--- config.mk ---
export PLATFORM = sky130hd
export DESIGN_NAME = fifo_reader
export DESIGN_NICKNAME = d
export VERILOG_FILES = /design/src/rtl/fifo_reader_pkg.sv /design/src/rtl/fifo_reader_outreg.sv /design/src/rtl/fifo_reader.sv
export SDC_FILE = /design/constraint.sdc
export NUM_CORES = 1
export LEC_CHECK = 0
export CAP_MARGIN = 5
export CORE_ASPECT_RATIO = 0.7
export CORE_MARGIN = 4
export CORE_UTILIZATION = 52
export DETAILED_ROUTE_END_ITERATION = 12
export HOLD_SLACK_MARGIN = 0.05
export PLACE_DENSITY = 0.82
export SYNTH_ARGS = -nofsm -noshare
export SYNTH_HDL_FRONTEND = slang
export SYNTH_HIERARCHICAL = 1
export SYNTH_SLANG_ARGS = --single-unit
--- constraint.sdc ---
create_clock -name clk -period 2.34 [get_ports clk]
set_clock_uncertainty 0.05 [all_clocks]
set_input_delay 0.234 -clock clk [delete_from_list [all_inputs] [get_ports clk]]
set_output_delay 0.234 -clock clk [all_outputs]
set_load 0.01 [all_outputs]
--- src/rtl/fifo_reader_pkg.sv ---
// Shared encodings and default sizes for the packet FIFO reader.
// The FSM, output register and bench all import this package.
package fifo_reader_pkg;

    localparam int B_DEF = 8;
    localparam int W_DEF = 4;
    localparam int CNT_W = 16;

    typedef enum logic {
        S_HDR = 1'b0,
        S_PAY = 1'b1
    } state_t;

endpackage

--- src/rtl/fifo_reader_outreg.sv ---
// Single-entry output register: a load wins over an accept, so a word can be replaced in the
// cycle it is taken (full rate); with out_ready low the held word and its last flag stay put.
module fifo_reader_outreg
    import fifo_reader_pkg::*;
#(
    parameter int B = B_DEF
) (
    input  logic         clk,
    input  logic         reset,
    input  logic         i_load,
    input  logic [B-1:0] i_data,
    input  logic         i_last,
    input  logic         i_ready,
    output logic [B-1:0] o_data,
    output logic         o_valid,
    output logic         o_last
);

    logic [B-1:0] r_data;
    logic         r_valid;
    logic         r_last;

    always_ff @(posedge clk) begin
        if (reset) begin
            r_data  <= '0;
            r_valid <= 1'b0;
            r_last  <= 1'b0;
        end else if (i_load) begin
            r_data  <= i_data;
            r_valid <= 1'b1;
            r_last  <= i_last;
        end else if (r_valid && i_ready) begin
            r_valid <= 1'b0;
            r_last  <= 1'b0;
        end
    end

    assign o_data  = r_data;
    assign o_valid = r_valid;
    assign o_last  = r_last;

endmodule

--- src/rtl/fifo_reader.sv ---
// Splits a length-prefixed word stream into payload packets; payload reaches out_data one cycle after its pop.
// Pops stall while a held word is refused by out_ready; FIFO_READER_CNT_EN adds the pkt_count output.
module fifo_reader
    import fifo_reader_pkg::*;
#(
    parameter int B = B_DEF,
    parameter int W = W_DEF
) (
    input  logic             clk,
    input  logic             reset,
    input  logic             empty,
    input  logic [B-1:0]     r_data,
    output logic             rd,
    output logic [B-1:0]     out_data,
    output logic             out_valid,
    output logic             out_last,
    input  logic             out_ready,
`ifdef FIFO_READER_CNT_EN
    output logic [CNT_W-1:0] pkt_count,
`endif
    output logic             zero_len
);

    if (B < 1 || W < 1) begin : g_bad_param
        $error("fifo_reader: B and W must be at least 1");
    end

    state_t       r_state;
    logic [B-1:0] r_remaining;
    logic         r_zero_len;
    logic         w_hdr_pop;
    logic         w_pay_pop;
    logic         w_is_last;

    // Gated by reset so no word leaves the FIFO while the reader is being cleared.
    assign w_hdr_pop = !reset && (r_state == S_HDR) && !empty;
    assign w_pay_pop = !reset && (r_state == S_PAY) && !empty && (!out_valid || out_ready);
    assign w_is_last = (r_remaining == B'(1));
    assign rd        = w_hdr_pop || w_pay_pop;

    always_ff @(posedge clk) begin
        if (reset) begin
            r_state     <= S_HDR;
            r_remaining <= '0;
            r_zero_len  <= 1'b0;
        end else begin
            r_zero_len <= 1'b0;
            case (r_state)
                S_HDR: begin
                    if (w_hdr_pop) begin
                        r_remaining <= r_data;
                        if (r_data == '0) begin
                            r_zero_len <= 1'b1;
                        end else begin
                            r_state <= S_PAY;
                        end
                    end
                end
                S_PAY: begin
                    if (w_pay_pop) begin
                        r_remaining <= r_remaining - B'(1);
                        if (w_is_last) begin
                            r_state <= S_HDR;
                        end
                    end
                end
                default: r_state <= S_HDR;
            endcase
        end
    end

    assign zero_len = r_zero_len;

    fifo_reader_outreg #(.B(B)) u_outreg (
        .clk     (clk),
        .reset   (reset),
        .i_load  (w_pay_pop),
        .i_data  (r_data),
        .i_last  (w_is_last),
        .i_ready (out_ready),
        .o_data  (out_data),
        .o_valid (out_valid),
        .o_last  (out_last)
    );

`ifdef FIFO_READER_CNT_EN
    logic [CNT_W-1:0] r_pkt_count;

    always_ff @(posedge clk) begin
        if (reset) begin
            r_pkt_count <= '0;
        end else if (out_valid && out_ready && out_last) begin
            r_pkt_count <= r_pkt_count + CNT_W'(1);
        end
    end

    assign pkt_count = r_pkt_count;
`endif

endmodule

After elaboration in Yosys (flattened, before gate mapping)
Index checks and enable logic that the tools add are counted.

storage, ports and cells
  bits in registers = 20
  latch bits = 0
  RAM bits = 0
  ROM bits = 0
  output and inout bits = 12
  logic and storage cells = 39
  memories = 0

cells by class
  $add $sub $neg = 1
  multipliers = 0
  divide/modulo/power cells = 0
  $lt $le $gt $ge = 0
  equal/unequal tests = 3
  shift-type cells = 0
  muxes and demuxes = 12
  bitwise gates (word level) = 2
  reduce and logical (&&, ||, !) cells = 15

operators by type and width
  operator                                                            number
  8-bit 2-to-1 mux                                                    2
  8-bit one-hot mux with 2 select lines                               1
  8-bit by 1-bit == test with 1-bit output, second input constant     1
  8-bit logical NOT                                                   1
  1-bit 2-to-1 mux                                                    8
  8-bit by 1-bit subtractor with 8-bit output, second input constant  1
  1-bit logical AND                                                   6
  1-bit logical NOT                                                   3
  3-bit OR reduction                                                  1
  1-bit logical OR                                                    2
  2-bit by 1-bit != test with 1-bit output, second input constant     1
  2-bit != test, second input constant                                1
  1-bit NOT                                                           2
  1-bit one-hot mux with 2 select lines                               1
  2-bit AND reduction                                                 1
  2-bit nonzero test                                                  1

Longest topological paths before layout
Gate-level depths: netlist of the first run.

  depth in word-level cells = 6
  depth in mapped cells = 6
  depth with buffers taken out = 6

Hierarchy
The synthesis of the first run kept the hierarchy.

by module, submodules not included
  module              instances  cells an instance  area an instance (sq um)
  fifo_reader         1          78                 686.9
  fifo_reader_outreg  1          35                 359.1

Worst setup path after synthesis of the first run
OpenSTA, ideal clock, no wires.

  path kind = register to register
  start point = register r_state
  end point = register u_outreg.r_data[0], in the netlist u_outreg/o_data[0]
  library setup time = 0.118 ns
  arrival = 1.325 ns
  setup slack = 0.847 ns
  cell stages (with the launch flop) = 6
  clock period less this slack = 1.493 ns
  cells stage by stage = dfxtp_1 buf_4 nor4b_1 buf_6 mux2i_1 nor2_1

between the ends
  longest elaborated chain between the ends = 3

ends and longest elaborated chain
  item                             line                      text
  start: declaration               fifo_reader.sv:28         state_t r_state;
  start signal: assignment         fifo_reader.sv:43         r_state <= S_HDR;
  start signal: assignment         fifo_reader.sv:55         r_state <= S_PAY;
  start signal: assignment         fifo_reader.sv:63         r_state <= S_HDR;
  1-bit logical AND (3 in series)  fifo_reader.sv:37         assign w_pay_pop = !reset && (r_state == S_PAY) && !empty && (!out_valid || out_ready);
  via w_pay_pop                    fifo_reader.sv:32         logic w_pay_pop;
  end signal: assignment           fifo_reader_outreg.sv:29  r_data <= i_data;
  end: declaration                 fifo_reader_outreg.sv:19  logic [B-1:0] r_data;

The timed path passes the listed nets, and every way through them passes these cells.
A chain may end at the register's enable or synchronous reset.

Worst setup path after layout of the first run
  start point = input port out_ready
  end point = output port rd

between the ends
  longest elaborated chain between the ends = 3

ends and longest elaborated chain
  item                line               text
  start: declaration  fifo_reader.sv:17  input logic out_ready,
  1-bit logical OR    fifo_reader.sv:37
  1-bit logical AND   fifo_reader.sv:37
  1-bit logical OR    fifo_reader.sv:39  assign rd = w_hdr_pop || w_pay_pop;
  end: declaration    fifo_reader.sv:13  output logic rd,

No other way between the ends.

==> results.sh, run 1 <==
export IMPL_met1_usage=0.243
export IMPL_required_ns=2.06
export IMPL_synth_area_per_cell_sq_um=9.26
export IMPL_synth_xor_area_frac=0
export IMPL_power_leakage_nw=0.481
export IMPL_drtPass1Iterations=4
export IMPL_power_density_mw_per_mm2=548
export IMPL_initial_core_util=0.554
export IMPL_gr_usage_all_layers=0.185
export IMPL_grt_pass1_vias=821
export IMPL_cts_buffer_depth=2
export IMPL_tritoncts="built"
export IMPL_ant_nets=0
export IMPL_overflow=0
export IMPL_finalSetupViolCount=0
export IMPL_maxSlewHeadroom=0.664
export IMPL_crit_top_cell="clkdlybuf4s50_1"
export IMPL_ys_async_sr_fraction=0
export IMPL_crit_type="in2out"
export IMPL_worstReg2RegStart="r_state"
export IMPL_synth_top_family_by_area="simple AND/OR/NAND/NOR gates"
export IMPL_register_area_sq_um=400
export IMPL_antenna_found_initial=0
export IMPL_reg2regPathDepth=4
export IMPL_gr_usage_met3=0.0652
export IMPL_dp_hpwl_um=1780
export IMPL_busiest_layer="met2"
export IMPL_met2_usage=0.294
export IMPL_multi_input_area_sq_um=573
export IMPL_io_pins=24
export IMPL_synthSimpleGateAreaFrac=0.221
export IMPL_slowest_stage="clkdlybuf4s50_1"
export IMPL_syn_area_sq_mm=0.00105
export IMPL_ys_ff_latch=20
export IMPL_core_area_sq_mm=0.00189
export IMPL_path_clk_slew_ns=0.10
export IMPL_post_route_drc_count=0
export IMPL_clk_latency_ns=0.30
export IMPL_muxShareOfSynthArea=0.0969
export IMPL_max_freq_mhz=460
export IMPL_via_per_inst=5.67
export IMPL_synth_compound_area_share=0.200
export IMPL_fp_dieW_um=61.6
export IMPL_period_share=0.929
export IMPL_netlist_instances=113
export IMPL_syn_num_nets=127
export IMPL_synthAdderAreaFrac=0.0239
export IMPL_min_delay_start="u_outreg/o_last"
export IMPL_fp_dieH_um=45.5
export IMPL_max_cap_viol_count=0
export IMPL_n_fill_cell=155
export IMPL_r2r_end="u_outreg/o_data[2]"
export IMPL_hold_class="reg2reg"
export IMPL_drive_gt1_frac=0.123
export IMPL_cts_repair_resized=0
export IMPL_clkSinkCount=20
export IMPL_fin_crit_ns=2.17
export IMPL_setup_tns_ns=0
export IMPL_grt_setup_unrepaired="no"
export IMPL_synthFlopType="dfxtp_1"
export IMPL_cts_hold_buf=0
export IMPL_critPathLaunchType="primary input"
export IMPL_h_tree_depth=1
export IMPL_post_route_util=0.704
export IMPL_crit_chain="clkdlybuf4s50_1, nor2b_4, a211o_4, clkinv_8, clkdlybuf4s50_1"
export IMPL_num_rows=13
export IMPL_num_vias=907
export IMPL_arrival_ns=1.89
export IMPL_syn2layout_area_growth_pct=27.0
export IMPL_gp_congestion=0.814
export IMPL_grt_max_degree=22
export IMPL_worst_slew_pin_slew_ns=0.500
export IMPL_drt_iter0_markers=46
export IMPL_slew_violations=0
export IMPL_port_buffers=23
export IMPL_reg2reg_setup_slack_ns=0.81
export IMPL_outcome="finished clean"
export IMPL_ys_types=39
export IMPL_grt_pass1_wl_um=3780
export IMPL_diodes=0
export IMPL_dieArea_sq_mm=0.00280
export IMPL_min_path_cells=2
export IMPL_hold_end="u_outreg/o_last"
export IMPL_critPathCaptureType="output pin"
export IMPL_max_stage_delay_ns=0.55
export IMPL_ir_worst_vdd_uv=407
export IMPL_path_max_fanout=10
export IMPL_numCtsBuffers=3
export IMPL_nets=153
export IMPL_cts_root_buf="clkbuf_4"
export IMPL_yosysSeqAreaShare=0.383
export IMPL_finalWirelength_um=2310
export IMPL_hold_viol=0
export IMPL_wl_per_cell_um=14.4
export IMPL_postCtsSetupBuffers=0
export IMPL_ys_warn_count=6
export IMPL_synth_edff_count=0
-- sequential cells by signal, indices dropped and copies added, names as in the netlist --
| register | count |
|---|---|
| r_remaining | 8 |
| u_outreg/o_data | 8 |
| zero_len | 1 |
| r_state | 1 |
| u_outreg/o_last | 1 |
| u_outreg/o_valid | 1 |
-- cells by family after synthesis --
| group | count (synthesis) |
|---|---|
| adders and majority gates | 2 |
| buffers and inverters | 12 |
| muxes | 10 |
| and+or+nand+nor | 40 |
| DFF | 20 |
| AOI/OAI and AO/OA | 29 |
-- Yosys cell counts (2+ instances only) --
cell | number | area [sq um]
o21ai_0 | 4 | 20.0
a211oi_1 | 2 | 15.0
nor3_1 | 2 | 10.0
a21oi_2 | 2 | 17.5
nand2b_1 | 2 | 12.5
and3_1 | 2 | 12.5
mux2i_1 | 9 | 90.1
inv_1 | 6 | 22.5
o22ai_1 | 2 | 12.5
ha_1 | 2 | 25.0
nor4_1 | 3 | 18.8
o21ai_1 | 2 | 10.0
nor2b_1 | 4 | 25.0
a211oi_2 | 2 | 25.0
nor2_1 | 12 | 45.0
a21oi_1 | 8 | 40.0
nand2_1 | 7 | 26.3
buf_6 | 2 | 22.5
dfxtp_1 | 20 | 400
-- layout make-up --
class	count	share of cell area
Multi-Input combinational cell	81	0.431
Sequential cell	20	0.301
Timing Repair Buffer	26	0.190
Inverter	7	0.0292
Clock buffer	4	0.0273
Tap cell	22	0.0207
-- critical path, delay by kind of cell --
family,cells,cell delay [ns]
AOI/OAI and AO/OA,1,0.40
buffers and inverters,3,1.18
and+or+nand+nor,1,0.07
-- layout by cell type, fill, tap and decap left out, types with 3 or more instances in the layout --
cell type,synthesis,routed
inv_1,6,6
nor2_1,12,12
clkdlybuf4s50_1,0,23
buf_4,1,3
clkbuf_4,0,3
a21oi_1,8,8
nor2b_1,4,4
nor4_1,3,3
o21ai_0,4,4
dfxtp_1,20,20
mux2i_1,9,9
nand2_1,7,7
-- worst max path at each step --
stage | startpoint | end | slack [ns] | cells past startpoint
finish | out_ready | rd | 0.17 | 5
global route | out_ready | rd | 0.11 | 5
CTS | out_ready | rd | 0.16 | 5
detailed placement | out_ready | rd | 0.15 | 5
global placement | out_ready | rd | 0.20 | 5
floorplan | r_state | u_outreg/o_data[0] | 0.85 | 5
-- metrics by stage --
stage          hold WS, ns  setup WS (ns)  power, mW  area [sq um]  std cells
3_3_place_gp         0.421          0.197      0.532          1290        156
2_1_floorplan        0.260          0.847      0.481          1050        113
5_1_grt              0.493          0.108      0.772          1330        160
3_5_place_dp         0.428          0.154      0.537          1290        156
6_report             0.451          0.167      0.728          1330        160
4_1_cts              0.444          0.157      0.735          1330        160
-- routing by layer --
metal | vias up | routed length [um]
li1 | 454 | -
met2 | 27 | 1120
met1 | 423 | 1040
met4 | 0 | 16
met5 | - | 0
met3 | 3 | 143
-- report_power, final --
group	switching, mW	leakage [nW]	internal [mW]
logic	0.0740	0.296	0.0780
clock network	0.103	0.0210	0.0951
registers	0.0213	0.163	0.357
No activity file was read; power rests on OpenSTA's default activity.
==> run 2: changes to the inputs <==
--- a/config.mk
+++ b/config.mk
@@ -11,7 +11,7 @@
 export CORE_UTILIZATION = 52
 export DETAILED_ROUTE_END_ITERATION = 12
 export HOLD_SLACK_MARGIN = 0.05
-export PLACE_DENSITY = 0.82
+export PLACE_DENSITY = 0.79
 export SYNTH_ARGS = -nofsm -noshare
 export SYNTH_HDL_FRONTEND = slang
 export SYNTH_HIERARCHICAL = 1
==> constraint.sdc (replaced) <==
create_clock -name clk -period 2.54 [get_ports clk]
set_clock_uncertainty 0.05 [all_clocks]
set_input_delay 0.254 -clock clk [delete_from_list [all_inputs] [get_ports clk]]
set_output_delay 0.254 -clock clk [all_outputs]
set_load 0.01 [all_outputs]
==> run 2 against run 1 <==
Compared with the run above:
- utilization unchanged
- flip-flop and latch count did not move
- combinational power is 6% lower
- cell count unchanged
- die area stayed put
- first-iteration DRC count fell by 48%
- critical path depth did not move
- largest power group unchanged
- highest routed layer unchanged
==> results.sh, run 2 (synthesized netlist as in run 1, its figures left out) <==
export IMPL_pre_cts_slack_ns=0.332
export IMPL_dp_hpwl_um=1650
export IMPL_cp_startpoint="out_ready"
export IMPL_dieArea_sq_mm=0.00280
export IMPL_hold_class="reg2reg"
export IMPL_gr_usage_all_layers=0.181
export IMPL_cts_root_buf="clkbuf_4"
export IMPL_min_delay_start="u_outreg/o_last"
export IMPL_grt_setup_unrepaired="no"
export IMPL_grt_pass1_vias=843
export IMPL_syn2layout_area_growth_pct=27.0
export IMPL_layout_common_cells="23 x clkdlybuf4s50_1, 20 x dfxtp_1, 12 x nor2_1, 9 x mux2i_1, 8 x a21oi_1"
export IMPL_slew_violations=0
export IMPL_maxSlewHeadroom=0.688
export IMPL_path_max_fanout=10
export IMPL_max_freq_mhz=455
export IMPL_post_route_drc_count=0
export IMPL_core_area_sq_mm=0.00189
export IMPL_fp_dieW_um=61.6
export IMPL_busiest_layer="met2"
export IMPL_worstReg2RegStart="r_state"
export IMPL_h_tree_depth=1
export IMPL_grt_pass1_wl_um=3770
export IMPL_finalSetupViolCount=0
export IMPL_power_uw=671
export IMPL_hold_viol=0
export IMPL_antenna_found_initial=0
export IMPL_fp_dieH_um=45.5
export IMPL_power_leakage_nw=0.481
export IMPL_crit_type="in2out"
export IMPL_tritoncts="built"
export IMPL_numCtsBuffers=3
export IMPL_drt_iter0_markers=24
export IMPL_arrival_ns=1.89
export IMPL_path_clk_slew_ns=0.11
export IMPL_cts_hold_buf=0
export IMPL_num_rows=13
export IMPL_diodes=0
export IMPL_fin_crit_ns=2.20
export IMPL_ant_nets=0
export IMPL_port_buffers=23
export IMPL_period_share=0.865
export IMPL_layout_setup_ws_ns=0.343
export IMPL_met2_usage=0.280
export IMPL_required_ns=2.24
export IMPL_setup_tns_ns=0
export IMPL_power_density_mw_per_mm2=505
export IMPL_cts_buffer_depth=2
export IMPL_final_common_cell="clkdlybuf4s50_1"
export IMPL_initial_core_util=0.554
export IMPL_worst_slew_pin_slew_ns=0.464
export IMPL_ir_worst_vdd_uv=378
export IMPL_cts_repair_resized=0
export IMPL_drtPass1Iterations=4
export IMPL_io_pins=24
export IMPL_finalWirelength_um=2160
export IMPL_met1_usage=0.250
export IMPL_post_route_util=0.704
export IMPL_drive_gt1_frac=0.123
export IMPL_num_vias=905
export IMPL_wl_per_cell_um=13.5
export IMPL_max_cap_viol_count=0
export IMPL_overflow=0
export IMPL_outcome="finished clean"
export IMPL_gp_congestion=0.791
export IMPL_gr_usage_met3=0.0510
export IMPL_critPathCaptureType="output pin"
export IMPL_grt_max_degree=24
export IMPL_postCtsSetupBuffers=0
export IMPL_clk_latency_ns=0.30
export IMPL_via_per_inst=5.66
export IMPL_nets=153
export IMPL_clkSinkCount=20
export IMPL_critPathLaunchType="primary input"
==> run 2: through the flow <==
| step | cell area (sq um) | hold slack, ns | cells |
|---|---|---|---|
| floorplan | 1050 | 0.280 | 113 |
| global placement | 1290 | 0.419 | 156 |
| detailed placement | 1290 | 0.425 | 156 |
| CTS | 1330 | 0.441 | 160 |
| global route | 1330 | 0.473 | 160 |
| finish | 1330 | 0.440 | 160 |
==> run 2: path summary, 6_finish.rpt <==
kind                                      endpoint  slack [ns]  cells after the start
worst max-delay path                            rd        0.34                      5
worst min-delay path               u_outreg/o_last        0.44                      2
worst max register to register  u_outreg/o_data[0]        1.04                      5
worst min register to register     u_outreg/o_last        0.44                      2
==> run 2: worst max-delay path: stages <==
cell and delay, ns:
clkdlybuf4s50_1 0.54, nor2b_4 0.07, a211o_4 0.40, clkinv_8 0.09, clkdlybuf4s50_1 0.54
==> run 2: cell type report <==
cell class / instances / area [sq um]
clock buffers: 4 / 36.3
fillers: 149 / 558
inverters: 7 / 38.8
multi-input cells: 81 / 573
flip-flops and latches: 20 / 400
well taps: 22 / 27.5
repair buffers: 26 / 253
==> run 2: layer usage <==
metal	share of wire	up-vias
met5	0	-
met4	0.0055	0
met3	0.082	2
met2	0.45	36
met1	0.47	413
li1	-	454
==> run 2: power by group <==
| part | internal (mW) | leakage, nW | switching (mW) |
|---|---|---|---|
| Sequential | 0.329 | 0.163 | 0.0159 |
| Clock | 0.0874 | 0.0210 | 0.0959 |
| Combinational | 0.0721 | 0.296 | 0.0706 |
==> run 3: changes to the inputs <==
--- a/config.mk
+++ b/config.mk
@@ -5,6 +5,7 @@
 export SDC_FILE = /design/constraint.sdc
 export NUM_CORES = 1
 export LEC_CHECK = 0
+export ABC_CLOCK_PERIOD_IN_PS = 2540
 export CAP_MARGIN = 5
 export CORE_ASPECT_RATIO = 0.7
 export CORE_MARGIN = 4
==> results of run 3 <==
The final DEF is identical to that of run 2; final timing and power are the same.
